`src/rtl/mac_accumulator_block_pkg.sv`:
```
// Shared encodings for the MAC accumulation stage: lane mode codes,
// the bypass bit position, FSM states and the per-mode carry gating.
package mac_accumulator_block_pkg;

  localparam logic [1:0] MAC_SINGLE     = 2'b00;
  localparam logic [1:0] MAC_DUAL       = 2'b01;
  localparam logic [1:0] MAC_QUAD       = 2'b10;
  localparam int unsigned MAC_BYPASS_BIT = 2;

  typedef enum logic [1:0] {
    ST_IDLE  = 2'b00,
    ST_ACCUM = 2'b01,
    ST_DONE  = 2'b10
  } mac_acc_state_t;

  // Carry enables for the lane boundaries {2->3, 1->2, 0->1}.
  // Dual pairs lanes 0/1 and 2/3; quad chains all four; 11 acts as single.
  function automatic logic [2:0] mac_carry_en(input logic [1:0] mode);
    logic [2:0] en;
    en = '0;
    case (mode)
      MAC_DUAL: en = 3'b101;
      MAC_QUAD: en = 3'b111;
      default:  en = 3'b000;
    endcase
    return en;
  endfunction

endpackage

```
`src/rtl/n_bit_adder.sv`:
```
// N-bit ripple-style adder lane with carry in/out; four of these form the
// accumulator carry chain.
module n_bit_adder #(
  parameter int N = 32
) (
  input  logic [N-1:0] a,
  input  logic [N-1:0] b,
  input  logic         cin,
  output logic [N-1:0] sum,
  output logic         cout
);

  // Full-width add; carry-out is the extra top bit.
  always_comb begin
    {cout, sum} = {1'b0, a} + {1'b0, b} + {{N{1'b0}}, cin};
  end

endmodule

```
`src/rtl/mac_accumulator_block.sv`:
```
// Accumulation stage behind the MAC combiner: sums a programmable window of
// four-lane samples, with the lane carry chain gated by single/dual/quad mode,
// and presents the window result on a valid/ready output.
module mac_accumulator_block
  import mac_accumulator_block_pkg::*;
#(
  parameter int MAC_CONF_WIDTH = 3,
  parameter int MAC_MIN_WIDTH  = 8,
  parameter int MAC_ACC_WIDTH  = 4 * MAC_MIN_WIDTH,
  parameter int MAC_CNT_WIDTH  = 8
) (
  input  logic                      clk,
  input  logic                      rst,
  input  logic                      en,
  input  logic [MAC_CONF_WIDTH-1:0] cfg,
  input  logic [MAC_CNT_WIDTH-1:0]  len,
  input  logic                      start,
  input  logic [MAC_ACC_WIDTH-1:0]  init0,
  input  logic [MAC_ACC_WIDTH-1:0]  init1,
  input  logic [MAC_ACC_WIDTH-1:0]  init2,
  input  logic [MAC_ACC_WIDTH-1:0]  init3,
  input  logic                      in_valid,
  input  logic [MAC_ACC_WIDTH-1:0]  in0,
  input  logic [MAC_ACC_WIDTH-1:0]  in1,
  input  logic [MAC_ACC_WIDTH-1:0]  in2,
  input  logic [MAC_ACC_WIDTH-1:0]  in3,
  output logic                      in_ready,
  output logic                      out_valid,
  input  logic                      out_ready,
  output logic [MAC_ACC_WIDTH-1:0]  acc0,
  output logic [MAC_ACC_WIDTH-1:0]  acc1,
  output logic [MAC_ACC_WIDTH-1:0]  acc2,
  output logic [MAC_ACC_WIDTH-1:0]  acc3,
  output logic                      busy
);

  mac_acc_state_t state_q, state_d;

  logic [MAC_ACC_WIDTH-1:0] acc_q0, acc_q1, acc_q2, acc_q3;
  logic [MAC_ACC_WIDTH-1:0] sum0, sum1, sum2, sum3;
  logic [MAC_CNT_WIDTH-1:0] cnt_q;
  logic [MAC_CNT_WIDTH-1:0] last_q;
  logic [MAC_CNT_WIDTH-1:0] last_d;
  logic [1:0]               mode_q;
  logic [2:0]               carry_en;
  logic                     cout0, cout1, cout2;
  logic                     unused_cout3;
  logic                     accept;
  logic                     last_sample;
  logic                     load;

  assign carry_en = mac_carry_en(mode_q);

  n_bit_adder #(.N(MAC_ACC_WIDTH)) u_lane0 (
    .a(acc_q0), .b(in0), .cin(1'b0),                 .sum(sum0), .cout(cout0)
  );
  n_bit_adder #(.N(MAC_ACC_WIDTH)) u_lane1 (
    .a(acc_q1), .b(in1), .cin(cout0 & carry_en[0]),  .sum(sum1), .cout(cout1)
  );
  n_bit_adder #(.N(MAC_ACC_WIDTH)) u_lane2 (
    .a(acc_q2), .b(in2), .cin(cout1 & carry_en[1]),  .sum(sum2), .cout(cout2)
  );
  n_bit_adder #(.N(MAC_ACC_WIDTH)) u_lane3 (
    .a(acc_q3), .b(in3), .cin(cout2 & carry_en[2]),  .sum(sum3), .cout(unused_cout3)
  );

  // Handshake and window-control decode; en gates every transfer.
  always_comb begin
    accept      = in_ready & in_valid;
    last_sample = accept & (cnt_q == last_q);
    load        = en & start &
                  ((state_q == ST_IDLE) | ((state_q == ST_DONE) & out_ready));
    // Index of the final sample: bypass and len=0 both collapse to one sample.
    if (cfg[MAC_BYPASS_BIT] || (len == '0)) begin
      last_d = '0;
    end else begin
      last_d = len - 1'b1;
    end
  end

  // State register.
  always_ff @(posedge clk or negedge rst) begin
    if (!rst) begin
      state_q <= ST_IDLE;
    end else begin
      state_q <= state_d;
    end
  end

  // Next-state logic.
  always_comb begin
    state_d = state_q;
    if (en) begin
      case (state_q)
        ST_IDLE:  if (start) state_d = ST_ACCUM;
        ST_ACCUM: if (last_sample) state_d = ST_DONE;
        ST_DONE:  if (out_ready) state_d = start ? ST_ACCUM : ST_IDLE;
        default:  state_d = ST_IDLE;
      endcase
    end
  end

  // Moore outputs decoded from state.
  always_comb begin
    in_ready  = en && (state_q == ST_ACCUM);
    out_valid = (state_q == ST_DONE);
    busy      = (state_q != ST_IDLE);
  end

  // Accumulator, window counter, latched config and result registers.
  always_ff @(posedge clk or negedge rst) begin
    if (!rst) begin
      acc_q0 <= '0;
      acc_q1 <= '0;
      acc_q2 <= '0;
      acc_q3 <= '0;
      acc0   <= '0;
      acc1   <= '0;
      acc2   <= '0;
      acc3   <= '0;
      cnt_q  <= '0;
      last_q <= '0;
      mode_q <= MAC_SINGLE;
    end else if (load) begin
      acc_q0 <= init0;
      acc_q1 <= init1;
      acc_q2 <= init2;
      acc_q3 <= init3;
      cnt_q  <= '0;
      last_q <= last_d;
      mode_q <= cfg[1:0];
    end else if (accept) begin
      acc_q0 <= sum0;
      acc_q1 <= sum1;
      acc_q2 <= sum2;
      acc_q3 <= sum3;
      cnt_q  <= cnt_q + 1'b1;
      if (last_sample) begin
        acc0 <= sum0;
        acc1 <= sum1;
        acc2 <= sum2;
        acc3 <= sum3;
      end
    end
  end

endmodule

```
`config.mk`:
```
export PLATFORM = sky130hd
export DESIGN_NAME = mac_accumulator_block
export DESIGN_NICKNAME = d
export VERILOG_FILES = /design/src/rtl/mac_accumulator_block_pkg.sv /design/src/rtl/n_bit_adder.sv /design/src/rtl/mac_accumulator_block.sv
export SDC_FILE = /design/constraint.sdc
export NUM_CORES = 1
export LEC_CHECK = 0
export CAP_MARGIN = 20
export CORE_MARGIN = 3
export CORE_UTILIZATION = 60
export DETAILED_ROUTE_END_ITERATION = 10
export DONT_BUFFER_PORTS = 1
export GPL_ROUTABILITY_DRIVEN = 0
export PLACE_DENSITY_LB_ADDON = 0.2
export SYNTH_ARGS = -nofsm -noshare
export SYNTH_HDL_FRONTEND = slang
export SYNTH_SLANG_ARGS = --single-unit
```
`constraint.sdc`:
```
create_clock -name clk -period 13.7 [get_ports clk]
set_clock_uncertainty 0.15 [all_clocks]
set_input_delay 1.37 -clock clk [delete_from_list [all_inputs] [get_ports clk]]
set_output_delay 1.37 -clock clk [all_outputs]
set_load 0.05 [all_outputs]
```
==> impl_metrics.json <==
{
  "fin_cells": 2245,
  "nets": 2253,
  "met1_usage_pct": 39.3,
  "required_ns": 13.95,
  "cts_resized": 0,
  "async_flop_share_pct": 100,
  "yosys.area_share.adder_pct": 9.99,
  "post-dp-hpwl_um": 35200,
  "critPathLaunchType": "input port",
  "root_buffer": "clkbuf_16",
  "maxSlewHeadroom_pct": 26.5,
  "tns_ns": 0,
  "wl_per_cell_um": 21.8,
  "area_delta_synth_final_pct": 6.82,
  "crit_arrival_ns": 11.15,
  "netlist_instances": 1901,
  "cts_tree": "built",
  "worstSetupPathType": "in -> reg",
  "ys_warn_count": 0,
  "ir_worst_vdd_v": 0.000190,
  "via_per_inst": 6.45,
  "avgSynthCellArea_um2": 9.07,
  "slew_violations": 0,
  "core.rowCount": 61,
  "synth_compound_area_share_pct": 26.1,
  "p_leak_nw": 8.64,
  "fillers": 2394,
  "postCtsSetupBuffers": 0,
  "ant_nets": 0,
  "finalCritPeriodShare_pct": 79.6,
  "fp.dieW_um": 176,
  "cts_num_sinks": 276,
  "ys_seq_area_share_pct": 40.1,
  "period_needed_ns": 10.90,
  "drive_above_1_share_pct": 5.47,
  "ys_top_cells_by_area": "dfrtp_1 40%, ha_1 9.3%, o21ai_0 7.1%",
  "rsz0062_at_grt": "no",
  "clockBufferDepth": 3,
  "endpoint_kind": "flip-flop",
  "yosys.area_share.simple_pct": 13.0,
  "synthFlopType": "dfrtp_1",
  "p_per_area_nw_per_um2": 283,
  "gr-usage-met2_pct": 49.7,
  "chipHeight_um": 176,
  "grt_max_degree": 277,
  "regArea_um2": 6910,
  "timing.critical_path.slowest_cell_delay_ns": 0.45,
  "num_vias": 14476,
  "power_mw": 5.20,
  "drt_iter0_drc": 1034,
  "crit_fanout": 4,
  "grt_pass1_wl_um": 77100,
  "synth_top_cell_area_share_pct": 40.1,
  "grt.total_usage_pct": 30.8,
  "use_met3_pct": 8.95,
  "outcome": "finished clean",
  "synth_top_family_by_area": "compound AO/OA/AOI/OAI gates",
  "dieArea_um2": 30800,
  "synth-seq-cells": 276,
  "ios": 404,
  "fmax_mhz": 91.7,
  "dp_cells": 2192,
  "crit_path_frequent_cell": "fa_1",
  "synth-edff-count": 0,
  "grt-ovfl-total": 0,
  "initial_core_util_pct": 61.4,
  "drc": 0,
  "fp.coreArea_um2": 28100,
  "yosys.area.top_type": "dfrtp_1",
  "worst_pin_slew_ns": 1.10,
  "grt_pass1_vias": 14336,
  "top_usage_layer": "met2",
  "hold_violations": 0,
  "multiInputGateArea_um2": 9850,
  "cts_buffers": 30,
  "cts.htree.levels": 1,
  "port-buffer-count": 0,
  "finalSetupViolations": 0,
  "cp_slowest_cell": "fa_1",
  "hold_class": "reg -> reg",
  "first_pass_iters": 6,
  "syn-num-nets": 2308,
  "clk-insertion-delay-late_ns": 0.56,
  "cts.hold.buffers_added": 0,
  "synth_area_um2": 17200,
  "ys_types": 81,
  "route.final.wire_length_um": 48900,
  "synth_xor_area_share_pct": 6.96,
  "grt_antenna_before_repair": 3,
  "synth_mux_area_share_pct": 0.885,
  "drv_cap": 0,
  "clk_pin_slew_ns": 0.06
}
stage by stage:
stage | setup WS (ns) | hold WS (ns) | utilization, % | area (um2)
after floorplan | 3.87 | 0.300 | - | 17200
after global placement | 2.49 | 0.319 | 62.1 | 17400
after detailed placement | 2.24 | 0.330 | 62.1 | 17400
after CTS | 2.80 | 0.341 | 65.6 | 18400
after global routing | 1.81 | 0.338 | 65.6 | 18400
final | 2.80 | 0.339 | 65.6 | 18400
synth_stat cells (11+ instances only):
cell type and count:
a211oi_1 20, a21o_1 63, a21oi_1 125, a221o_1 11, a22o_1 12, a22oi_1 109, a31oi_1 11, clkbuf_1 87
dfrtp_1 276, ha_1 128, inv_1 36, nand2_1 280, nand2b_1 16, nand3_1 20, nand4_1 23, nor2_1 92
nor2b_1 11, nor3_1 19, o21ai_0 245, o21bai_1 13, xnor2_1 72, xor2_1 65
final timing paths:
path / start / endpoint / slack (ns) / depth (start not counted)
worst min-delay path: mode_q[1] / mode_q[1] / 0.34 / 2
worst max-delay path: in0[0] / acc3[29] / 2.80 / 43
worst max register to register: acc_q0[0] / acc3[29] / 3.23 / 43
min in group asynchronous: rst / acc0[15] / 0.36 / 0
max in group asynchronous: rst / acc_q0[6] / 12.24 / 0
worst min register to register: mode_q[1] / mode_q[1] / 0.34 / 2
layout make-up:
class	instances	area share (%)
multi-input cells	1492	53.5
flip-flops and latches	276	37.5
clock buffers	42	4.76
well taps	378	2.57
inverters	36	0.734
clock inverters	9	0.530
repair buffers	10	0.408
diodes	2	0.0272
cells by family (layout without fill, tap and decap cells):
group                      count (synthesis)  count (layout)
AOI/OAI and AO/OA                        700             700
and+or+nand+nor                          507             507
DFF                                      276             276
xor gates and xnor gates                 137             137
adders and majority gates                134             134
buffers and inverters                    133              97
muxes                                     14              14
other                                      0               2
worst max-delay path, delay by kind of cell:
family,cells,cell delay (ns)
and+or+nand+nor,6,1.03
AOI/OAI and AO/OA,29,6.08
adders and majority gates,7,2.47
xor gates and xnor gates,1,0.17
registers in the layout, indices dropped and copies added (netlist names):
signal / count
acc_q1: 32
cnt_q: 8
last_q: 8
acc1: 32
state_q: 2
acc_q0: 32
acc3: 32
acc_q3: 32
acc2: 32
mode_q: 2
acc_q2: 32
acc0: 32
layout by cell type, fill, tap and decap left out, types with 9 or more instances in the layout:
master     Yosys  routed
nor2b_1       11      11
dfrtp_1      276     276
clkbuf_16      0      31
o21ai_0      245     245
mux2_2        10      10
a211oi_1      20      20
o21a_1        10      10
nand2b_1      16      16
ha_1         128     128
o211ai_1       9       9
buf_4          1      10
a21o_1        63      63
nor2_1        92      90
xor2_1        65      65
o21bai_1      13      13
inv_1         36      36
nand2_1      280     278
a22oi_1      109     109
nand3_1       20      20
a21oi_1      125     125
and3_1        10      10
nor3_1        19      19
xnor2_1       72      72
a22o_1        12      12
a221o_1       11      11
nand4_1       23      23
a31oi_1       11      11
routing by layer:
layer / vias up / wire [um]
met5: - / 13
met4: 2 / 2270
li1: 6794 / -
met2: 571 / 22500
met3: 125 / 4590
met1: 6984 / 19400
report_power, final:
part           switching, mW  total, mW  internal (mW)
combinational           1.40       2.38          0.972
clock                  0.327      0.805          0.478
sequential             0.852       2.02           1.17
total                   2.58       5.20           2.62
(Power assumes the default switching activity.)
